[src/rtl/core_pkg.sv]
// Shared core definitions: register-file geometry, writeback source ids and
// the {rd,data} entry carried through the writeback buffers.
package core_pkg;

  localparam int XLEN          = 64;
  localparam int REG_ADDR_W    = 5;
  localparam int NUM_REGS      = 1 << REG_ADDR_W;
  localparam int WB_FIFO_DEPTH = 2;

  typedef enum logic {
    WB_ALU = 1'b0,
    WB_LSU = 1'b1
  } wb_src_e;

  // rd sits in the MSBs so a raw entry vector can be sliced for its address.
  typedef struct packed {
    logic [REG_ADDR_W-1:0] rd;
    logic [XLEN-1:0]       data;
  } wb_entry_t;

  // x0 is never reported as pending.
  function automatic logic [NUM_REGS-1:0] rd_onehot(input logic [REG_ADDR_W-1:0] rd,
                                                    input logic                  en);
    logic [NUM_REGS-1:0] oh;
    oh = '0;
    if (en && (rd != '0)) oh[rd] = 1'b1;
    return oh;
  endfunction

endpackage

[src/rtl/wb_fifo.sv]
// Small in-order FIFO for one writeback source; exposes every slot with a
// valid flag so the owner can see all buffered destinations at once.
module wb_fifo import core_pkg::*; #(
  parameter int DATA_W = 69,
  parameter int DEPTH  = 2,
  localparam int PTR_W = (DEPTH > 1) ? $clog2(DEPTH) : 1,
  localparam int CNT_W = $clog2(DEPTH + 1)
) (
  input  logic                         clk,
  input  logic                         rst,
  input  logic                         push_i,
  input  logic [DATA_W-1:0]            data_i,
  input  logic                         pop_i,
  output logic                         full_o,
  output logic                         empty_o,
  output logic [DATA_W-1:0]            head_o,
  output logic [CNT_W-1:0]             count_o,
  output logic [DEPTH-1:0][DATA_W-1:0] ent_o,
  output logic [DEPTH-1:0]             ent_vld_o
);

  logic [DATA_W-1:0] mem_q [DEPTH];
  logic [PTR_W-1:0]  rd_ptr_q, rd_ptr_d;
  logic [PTR_W-1:0]  wr_ptr_q, wr_ptr_d;
  logic [CNT_W-1:0]  count_q, count_d;
  logic              do_push, do_pop;

  function automatic logic [PTR_W-1:0] next_ptr(input logic [PTR_W-1:0] p);
    return (p == PTR_W'(DEPTH - 1)) ? '0 : p + 1'b1;
  endfunction

  // Acceptance depends only on the registered count, never on a same-cycle pop.
  assign full_o  = (count_q == CNT_W'(DEPTH));
  assign empty_o = (count_q == '0);
  assign do_push = push_i && !full_o;
  assign do_pop  = pop_i && !empty_o;
  assign head_o  = mem_q[rd_ptr_q];
  assign count_o = count_q;

  always_comb begin
    rd_ptr_d = do_pop  ? next_ptr(rd_ptr_q) : rd_ptr_q;
    wr_ptr_d = do_push ? next_ptr(wr_ptr_q) : wr_ptr_q;
    count_d  = count_q + CNT_W'(do_push) - CNT_W'(do_pop);
  end

  always_comb begin
    for (int i = 0; i < DEPTH; i++) begin
      ent_o[i]     = mem_q[i];
      ent_vld_o[i] = (((i + DEPTH - int'(rd_ptr_q)) % DEPTH) < int'(count_q));
    end
  end

  always_ff @(posedge clk) begin
    if (rst) begin
      rd_ptr_q <= '0;
      wr_ptr_q <= '0;
      count_q  <= '0;
    end else begin
      rd_ptr_q <= rd_ptr_d;
      wr_ptr_q <= wr_ptr_d;
      count_q  <= count_d;
    end
  end

  always_ff @(posedge clk) begin
    if (do_push) mem_q[wr_ptr_q] <= data_i;
  end

endmodule

[src/rtl/writeback_arbiter.sv]
// Merges ALU and load-unit results onto the single register-file write port,
// buffering each source and tracking which registers have writes in flight.
module writeback_arbiter import core_pkg::*; (
  input  logic                  clk,
  input  logic                  rst,
  input  logic                  alu_valid,
  output logic                  alu_ready,
  input  logic [REG_ADDR_W-1:0] alu_rd,
  input  logic [XLEN-1:0]       alu_data,
  input  logic                  lsu_valid,
  output logic                  lsu_ready,
  input  logic [REG_ADDR_W-1:0] lsu_rd,
  input  logic [XLEN-1:0]       lsu_data,
  output logic                  wen,
  output logic [REG_ADDR_W-1:0] waddr,
  output logic [XLEN-1:0]       wdata,
  output logic [NUM_REGS-1:0]   pend_vec
);

  localparam int ENT_W = $bits(wb_entry_t);
  localparam int CNT_W = $clog2(WB_FIFO_DEPTH + 1);

  logic                                alu_full, alu_empty, lsu_full, lsu_empty;
  logic [ENT_W-1:0]                    alu_head, lsu_head;
  logic [CNT_W-1:0]                    alu_cnt, lsu_cnt;
  logic [WB_FIFO_DEPTH-1:0][ENT_W-1:0] alu_ent, lsu_ent;
  logic [WB_FIFO_DEPTH-1:0]            alu_ent_vld, lsu_ent_vld;
  logic                                grant_alu, grant_lsu;
  wb_entry_t                           win;
  logic                                unused_cnt;

  logic                  wen_q, wen_d;
  logic [REG_ADDR_W-1:0] waddr_q, waddr_d;
  logic [XLEN-1:0]       wdata_q, wdata_d;
  wb_src_e               last_grant_q, last_grant_d;

  assign alu_ready  = !rst && !alu_full;
  assign lsu_ready  = !rst && !lsu_full;
  assign unused_cnt = ^{alu_cnt, lsu_cnt};

  wb_fifo #(.DATA_W(ENT_W), .DEPTH(WB_FIFO_DEPTH)) u_alu_fifo (
    .clk       (clk),
    .rst       (rst),
    .push_i    (alu_valid && alu_ready),
    .data_i    ({alu_rd, alu_data}),
    .pop_i     (grant_alu),
    .full_o    (alu_full),
    .empty_o   (alu_empty),
    .head_o    (alu_head),
    .count_o   (alu_cnt),
    .ent_o     (alu_ent),
    .ent_vld_o (alu_ent_vld)
  );

  wb_fifo #(.DATA_W(ENT_W), .DEPTH(WB_FIFO_DEPTH)) u_lsu_fifo (
    .clk       (clk),
    .rst       (rst),
    .push_i    (lsu_valid && lsu_ready),
    .data_i    ({lsu_rd, lsu_data}),
    .pop_i     (grant_lsu),
    .full_o    (lsu_full),
    .empty_o   (lsu_empty),
    .head_o    (lsu_head),
    .count_o   (lsu_cnt),
    .ent_o     (lsu_ent),
    .ent_vld_o (lsu_ent_vld)
  );

  // Round-robin only matters on a tie; a lone non-empty head always wins.
  assign grant_alu = !alu_empty && (lsu_empty || (last_grant_q == WB_LSU));
  assign grant_lsu = !lsu_empty && !grant_alu;
  assign win       = grant_alu ? wb_entry_t'(alu_head) : wb_entry_t'(lsu_head);

  always_comb begin
    wen_d        = 1'b0;
    waddr_d      = waddr_q;
    wdata_d      = wdata_q;
    last_grant_d = last_grant_q;
    if (grant_alu || grant_lsu) begin
      last_grant_d = grant_alu ? WB_ALU : WB_LSU;
      if (win.rd != '0) begin
        wen_d   = 1'b1;
        waddr_d = win.rd;
        wdata_d = win.data;
      end
    end
  end

  always_ff @(posedge clk) begin
    if (rst) begin
      wen_q        <= 1'b0;
      waddr_q      <= '0;
      wdata_q      <= '0;
      last_grant_q <= WB_LSU;
    end else begin
      wen_q        <= wen_d;
      waddr_q      <= waddr_d;
      wdata_q      <= wdata_d;
      last_grant_q <= last_grant_d;
    end
  end

  assign wen   = wen_q;
  assign waddr = waddr_q;
  assign wdata = wdata_q;

  always_comb begin
    pend_vec = rd_onehot(waddr_q, wen_q);
    for (int i = 0; i < WB_FIFO_DEPTH; i++) begin
      pend_vec = pend_vec | rd_onehot(alu_ent[i][ENT_W-1 -: REG_ADDR_W], alu_ent_vld[i]);
      pend_vec = pend_vec | rd_onehot(lsu_ent[i][ENT_W-1 -: REG_ADDR_W], lsu_ent_vld[i]);
    end
  end

endmodule

[config.mk]
export PLATFORM = sky130hd
export DESIGN_NAME = writeback_arbiter
export DESIGN_NICKNAME = d
export VERILOG_FILES = /design/src/rtl/core_pkg.sv /design/src/rtl/wb_fifo.sv /design/src/rtl/writeback_arbiter.sv
export SDC_FILE = /design/constraint.sdc
export NUM_CORES = 1
export LEC_CHECK = 0
export BUFFER_PORTS_ARGS = -buffer_cell sky130_fd_sc_hd__buf_4
export CORE_ASPECT_RATIO = 1.4
export CORE_UTILIZATION = 45
export DETAILED_ROUTE_END_ITERATION = 7
export PLACE_DENSITY = 0.76
export REMOVE_ABC_BUFFERS = 1
export SKIP_CTS_REPAIR_TIMING = 1
export SYNTH_ARGS = -nofsm -noshare
export SYNTH_HDL_FRONTEND = slang
export SYNTH_SLANG_ARGS = --single-unit
[constraint.sdc]
create_clock -name clk -period 4.87 [get_ports clk]
set_input_delay 0.974 -clock clk [delete_from_list [all_inputs] [get_ports clk]]
set_output_delay 0.974 -clock clk [all_outputs]
set_load 0.05 [all_outputs]
==> results_dict.tcl <==
set metrics [dict create \
    clk_pin_slew_ps 60 \
    worst_pin_slew_ps 1300 \
    seq_area_frac_synth_pct 64.5 \
    min_period_over_period_pct 91.1 \
    firstDrtPassIters 5 \
    final_cell_mix "276 x edfxtp_1, 252 x buf_4, 137 x mux2i_1, 87 x nand2_1, 79 x dfxtp_1" \
    antenna_found_initial 6 \
    area_delta_synth_final_pct 20.8 \
    hold_end "wdata[43]$_SDFFE_PP0P_" \
    port_buffers 244 \
    nNetsFinal 1479 \
    synth_edf_count 276 \
    core_area_mm2 0.0334 \
    hpwl_um 27700 \
    clock_path_buffers 3 \
    htree_levels 2 \
    crit_fanout 26 \
    grt_pass1_wl_um 62500 \
    synth_top_area_share_pct 54.0 \
    vias 10400 \
    ys_types 60 \
    numCtsBuffers 34 \
    hold_start "wdata[43]$_SDFFE_PP0P_" \
    arrival_ps 3460 \
    power.density_mw_per_mm2 552 \
    num_rows 79 \
    r2r-end "wdata[8]$_SDFFE_PP0P_" \
    whs_path_depth 2 \
    start_kind "flip-flop" \
    cap_violations 0 \
    ios 246 \
    clock_skew_ps 15.4 \
    start_util_pct 46.0 \
    fmax_ghz 0.225 \
    finalSetupViolations 0 \
    cp_slowest_cell "a21oi_2" \
    rsz0062_at_grt "false" \
    yosys_register_bits 357 \
    layout-drive-gt1-share_pct 28.6 \
    yosysTopAreaCell "edfxtp_1" \
    netlist_area_mm2 0.0154 \
    r2r_cells 5 \
    max_stage_delay_ps 1000 \
    drcViolationCount 0 \
    drt_iter0_drc 742 \
    crit_required_ps 3900 \
    gp_congestion 1.04 \
    die_h_um 221 \
    synth.area.top_cells "edfxtp_1 54%, dfxtp_1 11%, mux2i_1 8.9%" \
    cts_tree "done" \
    grt_max_degree 79 \
    slew_viol_final 0 \
    die_w_um 158 \
    final_util_pct 55.5 \
    clock_sinks 357 \
    dieArea_mm2 0.0349 \
    hp-class "reg2reg" \
    synth_ff_type "edfxtp_1" \
    postSynthCellCount 1127 \
    fin_crit_ps 4440 \
    ys_async_sr_fraction_pct 0 \
    syn_avg_cell_area_um2 13.6 \
    rrSetupSlack_ps 2140 \
    timing.setup.tns_ps 0 \
    finalWirelength_um 42500 \
    ant_nets 0 \
    yosysWarnings 0 \
    wl_per_cell_um 23.5 \
    ir_drop_v 0.000456 \
    mostFrequentLayoutCell "edfxtp_1" \
    track_usage_pct 24.2 \
    grt_overflow 0 \
    status "finished clean" \
    root_buffer "clkbuf_16" \
    slew_headroom_pct 13.6 \
    worstPathCellList "a21oi_2 -> nor3_1 -> a211oi_1 -> o221ai_1 -> buf_4" \
    critPathCaptureType "primary output" \
    critPathKind "reg2out" \
    final-hold-violation-count 0 \
    p_leak_nw 6.62 \
    grt_pass1_vias 10500 \
    viasPerCell 5.77 \
    clk_latency_ps 510 \
]
[synth_stat cells, types with 3 or more instances]
master     count
o2111ai_1      9
nand2b_1       8
a21oi_1       11
buf_2         19
o21ai_0        3
xnor2_1        7
nor2b_1       13
ha_1           4
a211oi_1      15
buf_6          5
nand3_1       76
a222oi_1       3
dfxtp_1       81
edfxtp_1     276
o221ai_1      21
nor3_1        22
nand3b_1       8
mux2i_1      137
buf_1          7
mux2_2        66
clkbuf_1      46
and2_1         4
o21a_1         4
nor4_1         7
o211a_1        3
inv_1         13
nor2_1        37
nand2_1       87
a221oi_1       7
or3b_2         3
buf_4          7
nor3b_1        9
o211ai_1      72
[kinds of logic after synthesis]
family	share of synthesized area, %
XOR/XNOR	0.456
AND/OR/NAND/NOR	9.35
other	0.0244
multiplexers	13.8
flip-flops	64.5
buffers and inverters	2.97
adder cells (fa/ha/maj)	0.326
AO/OA/AOI/OAI	8.56
[per-layer routing]
layer | vias to the layer above | track usage, % | wire length, µm
met5 | - | 0 | 0
met4 | 0 | 13.7 | 2040
met3 | 103 | 4.90 | 2740
met2 | 403 | 42.2 | 22000
met1 | 5187 | 27.6 | 15700
li1 | 4752 | - | -
[per-stage QoR]
step	setup slack [ps]	hold slack [ps]	power (mW)	cells	instance area (µm²)
floorplan	-1450	498	6.72	1043	15000
global placement	1410	448	7.76	1742	17500
detailed placement	1450	457	7.82	1742	17500
CTS	874	466	10.3	1804	18500
global route	260	474	10.7	1810	18600
finish	432	460	10.2	1810	18600
[report_power, final]
group | switching, mW | total (mW) | internal [mW]
Combinational | 2.40 | 3.72 | 1.32
Sequential | 0.329 | 4.03 | 3.70
Clock | 1.08 | 2.50 | 1.41
Total | 3.81 | 10.2 | 6.44
[how the worst max path moves through the flow]
stage / from / to / slack (ps) / cells past startpoint
5_1_grt: u_lsu_fifo.count_o[1]$_SDFF_PP0_ / pend_vec[23] / 260 / 5
6_report: u_lsu_fifo.count_o[1]$_SDFF_PP0_ / pend_vec[23] / 430 / 5
4_1_cts: u_lsu_fifo.count_o[1]$_SDFF_PP0_ / pend_vec[23] / 870 / 5
3_5_place_dp: u_lsu_fifo.count_o[1]$_SDFF_PP0_ / pend_vec[23] / 1450 / 5
3_3_place_gp: u_lsu_fifo.count_o[1]$_SDFF_PP0_ / pend_vec[23] / 1410 / 5
2_1_floorplan: flip-flop / waddr[4]$_SDFFE_PP0P_ / -1450 / 4
[flip-flops by register name, indices dropped and copies added, names as in the netlist, named ones only]
register / flops
u_lsu_fifo.mem_q: 138
u_alu_fifo.wr_ptr_q: 1
waddr: 5
wen: 1
u_lsu_fifo.rd_ptr_q: 1
u_alu_fifo.count_o: 2
last_grant_q: 1
u_lsu_fifo.count_o: 2
u_lsu_fifo.wr_ptr_q: 1
wdata: 64
u_alu_fifo.rd_ptr_q: 1
u_alu_fifo.mem_q: 138
[cell type report]
cell class,instances,area (µm²)
fill,2783,14900
sequential,357,9920
multi-input combinational,672,5030
timing repair buffer,254,1930
clock buffer,53,996
tap,445,557
inverter,14,55.1
clock inverter,9,47.5
antenna,6,15.0
[worst max-delay path: cells and delay by family, from the launching register on]
kind                   cells  cell delay [ps]
and+or+nand+nor            1              140
AOI/OAI and AO/OA          3             2050
buffers and inverters      1              260
DFF                        1              480
(Power assumes the default switching activity.)
